File: src/rtl/capture_buffer_reader_pkg.sv
// Shared constants for the capture buffer and its reader: default geometry
// and I/Q sample widths, so both sides of the read port agree.
package capture_buffer_reader_pkg;

  localparam int CAPTURE_LENGTH     = 32;
  localparam int CAPTURE_INDEX_BITS = 5;
  localparam int CAPTURE_I_BITS     = 8;
  localparam int CAPTURE_Q_BITS     = 8;

endpackage

File: src/rtl/capture_buffer_reader_addr_counter.sv
// Read-address counter for the capture buffer reader: synchronous clear,
// saturating increment and a terminal-count flag at the last sample.
module capture_addr_counter
  import capture_buffer_reader_pkg::*;
#(
  parameter int buffer_length = CAPTURE_LENGTH,
  parameter int index_bits    = CAPTURE_INDEX_BITS
) (
  input  logic                  clk,
  input  logic                  reset,
  input  logic                  clear,
  input  logic                  inc,
  output logic [index_bits-1:0] count,
  output logic                  tc
);

  localparam logic [index_bits-1:0] LAST = index_bits'(buffer_length - 1);

  logic [index_bits-1:0] count_d, count_q;

  // NOTE: count_d gets its default before any branch, so no path leaves it unassigned and no latch is inferred.
  always_comb begin
    count_d = count_q;
    if (clear) begin
      count_d = '0;
    end else if (inc && (count_q != LAST)) begin
      count_d = count_q + 1'b1;
    end
  end

  // NOTE: non-blocking assignments make every flop sample pre-edge values, independent of block order.
  always_ff @(posedge clk or posedge reset) begin
    if (reset) begin
      count_q <= '0;
    end else begin
      count_q <= count_d;
    end
  end

  assign count = count_q;
  assign tc    = (count_q == LAST);

endmodule

File: src/rtl/capture_buffer_reader.sv
// Drains a capture buffer one sample at a time: a single outstanding read,
// the returned I/Q held on a valid/ready output, and a done pulse after the last sample.
module capture_buffer_reader
  import capture_buffer_reader_pkg::*;
#(
  parameter int buffer_length = CAPTURE_LENGTH,
  parameter int index_bits    = CAPTURE_INDEX_BITS,
  parameter int i_bits        = CAPTURE_I_BITS,
  parameter int q_bits        = CAPTURE_Q_BITS
) (
  input  logic                     clk,
  input  logic                     reset,
  input  logic                     start,
  input  logic                     abort,
  output logic [index_bits-1:0]    m_axi_raddr,
  output logic                     m_axi_rvalid,
  output logic                     m_axi_rready,
  input  logic                     s_axi_rvalid,
  input  logic signed [i_bits-1:0] i,
  input  logic signed [q_bits-1:0] q,
  output logic                     o_valid,
  output logic signed [i_bits-1:0] o_i,
  output logic signed [q_bits-1:0] o_q,
  input  logic                     o_ready,
  output logic                     busy,
  output logic                     done
);

  localparam logic [2:0] ST_IDLE = 3'd0;
  localparam logic [2:0] ST_REQ  = 3'd1;
  localparam logic [2:0] ST_WAIT = 3'd2;
  localparam logic [2:0] ST_HOLD = 3'd3;
  localparam logic [2:0] ST_FIN  = 3'd4;

  typedef enum logic [2:0] {
    IDLE = ST_IDLE,
    REQ  = ST_REQ,
    WAIT = ST_WAIT,
    HOLD = ST_HOLD,
    FIN  = ST_FIN
  } state_e;

  state_e state_d, state_q;

  logic                     rvalid_d, rvalid_q;
  logic                     rready_d, rready_q;
  logic                     o_valid_d, o_valid_q;
  logic                     busy_d, busy_q;
  logic                     done_d, done_q;
  logic signed [i_bits-1:0] o_i_d, o_i_q;
  logic signed [q_bits-1:0] o_q_d, o_q_q;

  logic                  addr_clear;
  logic                  addr_inc;
  logic                  addr_tc;
  logic [index_bits-1:0] addr;

  capture_addr_counter #(
    .buffer_length (buffer_length),
    .index_bits    (index_bits)
  ) u_addr (
    .clk   (clk),
    .reset (reset),
    .clear (addr_clear),
    .inc   (addr_inc),
    .count (addr),
    .tc    (addr_tc)
  );

  always_comb begin
    state_d    = state_q;
    addr_clear = 1'b0;
    addr_inc   = 1'b0;
    o_i_d      = o_i_q;
    o_q_d      = o_q_q;

    // Abort outranks o_ready and s_axi_rvalid; in IDLE it is meaningless.
    if (abort && (state_q != IDLE)) begin
      state_d = IDLE;
    end else begin
      case (state_q)
        IDLE: begin
          if (start) begin
            addr_clear = 1'b1;
            state_d    = REQ;
          end
        end
        REQ:  state_d = WAIT;
        WAIT: begin
          if (s_axi_rvalid) begin
            o_i_d   = i;
            o_q_d   = q;
            state_d = HOLD;
          end
        end
        HOLD: begin
          if (o_ready) begin
            if (addr_tc) begin
              state_d = FIN;
            end else begin
              addr_inc = 1'b1;
              state_d  = REQ;
            end
          end
        end
        FIN:     state_d = IDLE;
        default: state_d = IDLE;
      endcase
    end

    // Outputs are decoded from the next state so they come straight off flops.
    rvalid_d  = (state_d == REQ);
    rready_d  = (state_d == REQ) || (state_d == WAIT);
    o_valid_d = (state_d == HOLD);
    busy_d    = (state_d != IDLE);
    done_d    = (state_d == FIN);
  end

  always_ff @(posedge clk or posedge reset) begin
    if (reset) begin
      state_q   <= IDLE;
      rvalid_q  <= 1'b0;
      rready_q  <= 1'b0;
      o_valid_q <= 1'b0;
      busy_q    <= 1'b0;
      done_q    <= 1'b0;
      o_i_q     <= '0;
      o_q_q     <= '0;
    end else begin
      state_q   <= state_d;
      rvalid_q  <= rvalid_d;
      rready_q  <= rready_d;
      o_valid_q <= o_valid_d;
      busy_q    <= busy_d;
      done_q    <= done_d;
      o_i_q     <= o_i_d;
      o_q_q     <= o_q_d;
    end
  end

  assign m_axi_raddr  = addr;
  assign m_axi_rvalid = rvalid_q;
  assign m_axi_rready = rready_q;
  assign o_valid      = o_valid_q;
  assign o_i          = o_i_q;
  assign o_q          = o_q_q;
  assign busy         = busy_q;
  assign done         = done_q;

endmodule

File: config.mk
export PLATFORM = sky130hd
export DESIGN_NAME = capture_buffer_reader
export DESIGN_NICKNAME = d
export VERILOG_FILES = /design/src/rtl/capture_buffer_reader_pkg.sv /design/src/rtl/capture_buffer_reader_addr_counter.sv /design/src/rtl/capture_buffer_reader.sv
export SDC_FILE = /design/constraint.sdc
export NUM_CORES = 1
export LEC_CHECK = 0
export ABC_AREA = 1
export CORE_MARGIN = 4
export CORE_UTILIZATION = 44
export CTS_CLUSTER_DIAMETER = 150
export DETAILED_ROUTE_END_ITERATION = 16
export PLACE_DENSITY = 0.81
export SKIP_CTS_REPAIR_TIMING = 1
export SLEW_MARGIN = 20
export SYNTH_ARGS = -nofsm -noshare
export SYNTH_HDL_FRONTEND = slang
export SYNTH_SLANG_ARGS = --single-unit
export TNS_END_PERCENT = 5
File: constraint.sdc
create_clock -name clk -period 2.3 [get_ports clk]
set_input_delay 0.575 -clock clk [delete_from_list [all_inputs] [get_ports clk]]
set_output_delay 0.575 -clock clk [all_outputs]
set_load 0.1 [all_outputs]
Word level (Yosys, flattened, before mapping)
Index checks and enable logic that the tools add are counted.
{"block": "totals", "word_cells": 43, "ff_bits": 29}
{"block": "op_classes", "add_sub_neg": 1, "bitwise_logic": 1, "n_mux": 15, "n_eq_ne": 9, "n_reduce_logical": 8}
{"operator": "$mux W3", "count": 5}
{"operator": "$eq A3 B2 Y1 const B", "count": 4}
{"operator": "$pmux W3 S4", "count": 1}
{"operator": "$mux W5", "count": 2}
{"operator": "$mux W1", "count": 7}
{"operator": "$eq A3 B1 Y1 const B", "count": 2}
{"operator": "$reduce_bool A3 Y1", "count": 2}
{"operator": "$add A5 B1 Y5 const B", "count": 1}
{"operator": "$eq A5 B5 Y1 const B", "count": 1}
{"operator": "$ne A5 B5 Y1 const B", "count": 1}
{"operator": "$eq A3 B3 Y1 const B", "count": 1}
{"operator": "$logic_not A3 Y1", "count": 1}
{"operator": "$reduce_and A3 Y1", "count": 1}
{"operator": "$logic_and A1 B1 Y1", "count": 2}
{"operator": "$reduce_bool A2 Y1", "count": 1}
{"operator": "$logic_or A1 B1 Y1", "count": 1}
{"operator": "$not A1 Y1", "count": 1}

Longest topological paths before layout
Gate-level depths: netlist of run 1.
{"block": "logic_depth", "word_depth": 8, "depth_mapped": 11}

Cells and area by module
A second synthesis of run 1 with hierarchy kept.
{"block": "unflattened", "hier_cells": 157, "hier_area_um2": 1400.1}
{"module": "capture_buffer_reader", "cells_each": 121, "instances": 1, "area_each_um2": 1121.1}
{"module": "capture_addr_counter", "cells_each": 36, "instances": 1, "area_each_um2": 279.0}

Least setup slack after synthesis of run 1
Ideal clock, no wire load.
{"block": "synth_path", "path_kind": "reg-to-reg", "from": "reg u_addr.count_q[0], in the netlist u_addr.count[0]", "to": "reg u_addr.count_q[2], in the netlist u_addr.count[2]", "setup_slack_ns": 0.082, "t_required_ns": 2.179, "t_arrival_ns": 2.097, "setup_ns": 0.121, "period_less_slack_ns": 2.218, "stages_incl_launch_ff": 11, "cell_sequence": "dfrtp_1 -> ha_1 -> nand2_1 -> nor2_1 -> ha_1 -> inv_1 -> nand2_1 -> nor2_1 -> nand2_1 -> nand3_1 -> nand2_1"}
{"block": "synth_via", "elab_chain_len": 7, "elab_cells_between_ends": 11}
{"element": "start, declared", "line_no": "capture_buffer_reader_addr_counter.sv:19", "text": "logic [index_bits-1:0] count_d, count_q;"}
{"element": "start signal, assigned", "line_no": "capture_buffer_reader_addr_counter.sv:36", "text": "count_q <= count_d;"}
{"element": "$eq A5 B5 Y1", "line_no": "capture_buffer_reader_addr_counter.sv:41", "text": "assign tc = (count_q == LAST);"}
{"element": "$mux W1", "line_no": "capture_buffer_reader.sv:98", "text": "if (addr_tc) begin"}
{"element": "$mux W1", "line_no": "capture_buffer_reader.sv:97", "text": "if (o_ready) begin"}
{"element": "$mux W1", "line_no": "capture_buffer_reader.sv:81", "text": "case (state_q)"}
{"element": "$mux W1", "line_no": "capture_buffer_reader.sv:78", "text": "if (abort && (state_q != IDLE)) begin"}
{"element": "$logic_and A1 B1 Y1", "line_no": "capture_buffer_reader_addr_counter.sv:26", "text": "end else if (inc && (count_q != LAST)) begin"}
{"element": "$reduce_bool A2 Y1 (no source line)"}
Parallel ways exist; a longest one is shown, timed or not. The select of a mux whose other input is x is not followed.
A chain may end at the register's enable or synchronous reset.

Worst setup path after layout of run 1
{"block": "layout_path", "from": "reg u_addr.count_q[0], in the netlist u_addr.count[0]", "to": "reg u_addr.count_q[0], in the netlist u_addr.count[0]"}
Same word-level chain as after synthesis.

==> summary.md, run 1 <==
| Metric | Value |
|---|---|
| Worst-Margin Slew | `399 ps` |
| Starting DRT DRC Count | `63` |
| CP Buf/Inv Count | `1` |
| Most used cell, CP | `nand2_1` |
| Worst Path Required | `2560 ps` |
| CTS buffer count | `5` |
| Core region area | `2830 µm²` |
| Crit path capture type | `register` |
| Total Die Area | `4010 µm²` |
| Final Hold Slack | `496 ps` |
| Fin. Hold Viols | `0` |
| Setup-failing EPs final | `0` |
| Syn avg cell area | `9.10 µm²` |
| Worst-Skew Late Latency | `320 ps` |
| Clk buf depth | `2` |
| Hold/Removal Path Class | `reg2reg` |
| FMAX | `0.529 GHz` |
| Final Instance Area | `1810 µm²` |
| Die Height | `63.3 µm` |
| Routability cong. | `0.846` |
| Drt total wl | `2.77 mm` |
| Max-slew violation count | `0` |
| Post-layout min period | `1890 ps` |
| Rel. slew slack | `73.4%` |
| Drt pass-1 iters | `4` |
| IO Count | `48` |
| Crit-path cells | `ha_1, nand2_1, nor2_1, ha_1, inv_1, nand2_1, nor2_1, nand2_1, nand2_1, nand2_1, nor2_1` |
| Port buffer count | `47` |
| Pin count of the biggest net entering global routing | `33` |
| Setup TNS | `0 ps` |
| First-pass GRT wire length | `4.97 mm` |
| Gate Count Post-Synth | `148` |
| Final ANT Viol Nets | `0` |
| Critical path type | `reg2reg` |
| Critical path data arrival time | `2150 ps` |
| Reg clk slew, reported paths | `90 ps` |
| # DRC | `0` |
| Cell family with most CP delay | `simple AND/OR/NAND/NOR gates` |
| Wire per inst | `12.0 µm` |
| ANT cells | `0` |
| Fin nets | `224` |
| Seq/Total Area, Yosys | `53.9%` |
| Max-Cap Viols | `0` |
| Outcome | `finished, final reports clean` |
| Layout Area Growth over Synthesis | `34.6%` |
| Post-DP HPWL | `2.11 mm` |
| Initial core utilization | `47.6%` |
| H-tree levels | `2` |
| Die width | `63.3 µm` |
| Tot GR Track Use | `15.9%` |
| CP Launch Type | `register` |
| Vias in the first global route | `1120` |
| Final Core Density | `64.0%` |
| Netlist Area Pre-Place | `1350 µm²` |
| Grt total ovfl | `0` |
| Clock Skew | `5.46 ps` |
| CTS root buf | `clkbuf_4` |
| Row Count | `19` |
| RSZ-0062 raised after global routing | `no` |
| CTS tree | `built` |
| Crit path max fanout | `7` |
| Period utilization | `82.2%` |
| Routed via count | `1105` |
| Sink Count | `29` |
| Post-synth cell types | `15` |
| Share of cells above drive strength 1 | `28.4%` |
| Count of state elements after synthesis | `29` |
| Crit path largest cell delay | `430 ps` |
| Via density | `4.76` |
| Slowest cell on crit path | `dfrtp_1` |
| Antenna violations before repair | `0` |
| Area after DPL | `1760 µm²` |
| Syn nets | `172` |
| Yosys warning count | `0` |
[sequential cells by signal (all words and copies together) (netlist names)]
register and cells:
m_axi_rvalid 1, o_valid 1, o_i 8, busy 1
state_q 3, m_axi_rready 1, done 1, o_q 8
u_addr.count 5
[tightest hold or removal path, cell delays in order, from the launching register on]
cell and delay (ps):
dfrtp_1 370, nand2_2 60, o21ai_2 40
[cells in the final DEF, fill, tap and decap left out]
master / synthesis / layout
or2_1: 1 / 1
nand3_1: 14 / 14
o21ai_2: 16 / 16
ha_1: 2 / 2
xor2_1: 1 / 1
inv_1: 27 / 27
clkbuf_1: 0 / 1
dfrtp_1: 29 / 29
buf_4: 0 / 28
nor2_1: 10 / 10
inv_2: 1 / 1
nand2_2: 4 / 4
nand2_1: 34 / 34
clkinv_2: 0 / 2
nand4_1: 3 / 3
clkbuf_4: 0 / 5
nor2_2: 1 / 1
o21ai_0: 1 / 1
clkdlybuf4s50_1: 0 / 21
[cell families after synthesis]
family / synth area share (%)
fa+ha+maj: 1.86
xor+xnor: 0.651
compound gates: 10.8
flops: 53.9
buf+inv: 11.2
simple gates: 21.7
[final cells by class]
class	instances	area [µm²]
Sequential cell	29	726
Clock buffer	6	41.3
Multi-Input combinational cell	87	470
Inverter	28	105
Clock inverter	2	10.0
Tap cell	31	38.8
Timing Repair Buffer	49	420
Fill cell	242	1020
[per-layer routing]
| metal | wire, µm | global-route usage (%) |
|---|---|---|
| met5 | 0 | 0 |
| met4 | 37 | 4.04 |
| met3 | 277 | 7.82 |
| met2 | 1240 | 24.9 |
| met1 | 1220 | 19.6 |
[synth_stat cells]
| cell type | instances | share of area (%) |
|---|---|---|
| inv_2 | 1 | 0.28 |
| nand3_1 | 14 | 5.2 |
| ha_1 | 2 | 1.9 |
| or2_1 | 1 | 0.46 |
| nand2_1 | 34 | 9.5 |
| nand4_1 | 3 | 1.4 |
| nand2_2 | 4 | 1.9 |
| dfrtp_1 | 29 | 54 |
| o21ai_2 | 16 | 10 |
| o21ai_0 | 1 | 0.37 |
| buf_6 | 4 | 3.3 |
| nor2_2 | 1 | 0.46 |
| xor2_1 | 1 | 0.65 |
| nor2_1 | 10 | 2.8 |
| inv_1 | 27 | 7.5 |
[final timing paths]
check / cells after the start / end / slack [ps] / start
max: 11 / u_addr.count[0] / 410 / u_addr.count[0]
min: 2 / o_i[6] / 500 / o_i[6]
max reg2reg: 11 / u_addr.count[0] / 410 / u_addr.count[0]
min reg2reg: 2 / o_i[6] / 500 / o_i[6]
max in group asynchronous: 3 / u_addr.count[3] / 1410 / reset
min in group asynchronous: 3 / o_q[5] / 620 / reset
[through the flow]
| stage | worst slack, ps | cells |
|---|---|---|
| after detailed placement | 279 | 224 |
| final | 410 | 232 |
| after global routing | 229 | 232 |
| after floorplan | 81.8 | 148 |
| after CTS | 417 | 232 |
| after global placement | 334 | 224 |
Power of run 1 is not shown: default switching activity piles up to over one toggle a cycle in this logic, so the estimate is an artifact.
==> run 2: changes to the inputs <==
--- a/config.mk
+++ b/config.mk
@@ -7,10 +7,10 @@
 export LEC_CHECK = 0
 export ABC_AREA = 1
 export CORE_MARGIN = 4
-export CORE_UTILIZATION = 44
+export CORE_UTILIZATION = 40
 export CTS_CLUSTER_DIAMETER = 150
 export DETAILED_ROUTE_END_ITERATION = 16
-export PLACE_DENSITY = 0.81
+export PLACE_DENSITY = 0.77
 export SKIP_CTS_REPAIR_TIMING = 1
 export SLEW_MARGIN = 20
 export SYNTH_ARGS = -nofsm -noshare
==> constraint.sdc (replaced) <==
create_clock -name clk -period 1.7 [get_ports clk]
set_input_delay 0.425 -clock clk [delete_from_list [all_inputs] [get_ports clk]]
set_output_delay 0.425 -clock clk [all_outputs]
set_load 0.1 [all_outputs]
==> summary.md, run 2 (synthesized netlist as in run 1, its figures left out) <==
| Metric | Value |
|---|---|
| Fin. Hold Viols | `0 (unchanged)` |
| # DRC | `0 (unchanged)` |
| Drt pass-1 iters | `4 (unchanged)` |
| Pin count of the biggest net entering global routing | `33 (unchanged)` |
| Period utilization | `96.9% (+15 points)` |
| Initial core utilization | `43.0% (-4.5 points)` |
| First-pass GRT wire length | `5.33 mm (+7.1%)` |
| Row Count | `20 (+1)` |
| Worst-Margin Slew | `362 ps (-36.7 ps)` |
| Worst Path Required | `1960 ps (-600 ps)` |
| Rel. slew slack | `75.9% (+2.4 points)` |
| Via density | `4.71 (-1.0%)` |
| Grt total ovfl | `0 (unchanged)` |
| Setup ws final | `51.9 ps (-358 ps)` |
| Clock Skew | `5.65 ps (+0.187 ps)` |
| Port buffer count | `47 (unchanged)` |
| Die Height | `66.0 µm (+4.3%)` |
| CTS root buf | `clkbuf_4` |
| Crit path launch | `u_addr.count[1]` |
| Post-Layout Cell Count | `252 (+8.6%)` |
| Critical path type | `reg2reg` |
| Worst-Skew Late Latency | `330 ps (about the same)` |
| IO Count | `48 (unchanged)` |
| ANT cells | `0 (unchanged)` |
| Layout Area Growth over Synthesis | `70.2%` |
| Routability cong. | `0.929 (+9.7%)` |
| Share of cells above drive strength 1 | `37.5% (+9.1 points)` |
| FMAX | `0.607 GHz (+15%)` |
| Routed via count | `1188 (+7.5%)` |
| Clk buf depth | `2 (unchanged)` |
| Reg2Reg Launch Point | `u_addr.count[1]` |
| Setup-failing EPs final | `0 (unchanged)` |
| Wire per inst | `13.2 µm (+10%)` |
| Max-slew violation count | `0 (unchanged)` |
| CTS tree | `built` |
| Crit path capture type | `register` |
| CP Buf/Inv Count | `1 (unchanged)` |
| Core region area | `3130 µm² (+11%)` |
| Crit path max fanout | `7 (unchanged)` |
| Die width | `66.0 µm (+4.3%)` |
| Crit path largest cell delay | `520 ps (+90 ps)` |
| Post-DP HPWL | `2.36 mm (+12%)` |
| Tot GR Track Use | `16.4% (+0.48 points)` |
| Starting DRT DRC Count | `20 (-68%)` |
| Final Hold Slack | `468 ps (-28.3 ps)` |
| CTS buffer count | `5 (unchanged)` |
| Setup TNS | `0 ps (unchanged)` |
| Commonest non-fill, non-tap cell in the layout | `nand2_1` |
| Hold/Removal Path Class | `in2async` |
| Place WS | `-66.9 ps (-346 ps)` |
| Antenna violations before repair | `0 (unchanged)` |
| Sink Count | `29 (unchanged)` |
| Critical path data arrival time | `1910 ps (-240 ps)` |
| Vias in the first global route | `1217 (+8.7%)` |
| Slowest cell on crit path | `dfrtp_4` |
| Final ANT Viol Nets | `0 (unchanged)` |
| Reg clk slew, reported paths | `90 ps (about the same)` |
| Drt total wl | `3.32 mm (+20%)` |
| Cell family with most CP delay | `simple AND/OR/NAND/NOR gates` |
| Most frequent cells in the layout | `nand2_1 (31), buf_12 (27), inv_1 (26), dfrtp_1 (24), clkdlybuf4s50_1 (21)` |
| RSZ-0062 raised after global routing | `yes` |
| H-tree levels | `2 (unchanged)` |
| Total Die Area | `4360 µm² (+8.7%)` |
| CP Launch Type | `register` |
| Post-layout min period | `1650 ps (-242 ps)` |
| Max-Cap Viols | `0 (unchanged)` |
| Crit-path cells | `ha_4, nand2_2, nor2_2, ha_2, inv_2, nand2_4, nor2_4, nand2_4, nand2_1, nand2_1, nor2_1` |
| Outcome | `finished, final reports clean` |
| Fin nets | `231 (+3.1%)` |
| Placed cells | `239 (+6.7%)` |
## run 2: cell type report
cell class              instances  area [µm²]
clock buffers                   7        65.1
clock inverters                 1        5.00
fillers                       221         837
inverters                      28         105
multi-input cells              87         513
flip-flops and latches         29         737
well taps                      44        55.1
repair buffers                 56         811
## run 2: routing by layer
layer  vias up  GRT usage [%]  part of all wire (%)
li1        572              -                     -
met1       556           17.2                    40
met2        48           28.4                    50
met3        12           6.97                   7.6
met4         0           6.85                   2.9
met5         -              0                     0
## run 2: stage by stage
step                      utilization (%)  area [µm²]
after floorplan                         -        1390
after global placement               69.3        2170
after detailed placement             69.3        2170
after CTS                            71.6        2240
after global routing                 73.2        2290
final                                73.2        2290
## run 2: worst paths after layout
check                             endpoint  slack [ps]  cells after the start
max in group asynchronous  u_addr.count[0]         940                      3
setup / recovery           u_addr.count[0]          50                     11
min in group clk                    o_q[2]         550                      2
setup reg to reg           u_addr.count[0]          50                     11
hold / removal                      o_i[3]         470                      3
hold reg to reg                     o_q[2]         550                      2
## run 2: tightest hold or removal path, delay by kind of cell
| kind | cells | cell delay, ps |
|---|---|---|
| buf+inv | 3 | 780 |
Power of run 2 is left out for the same reason.
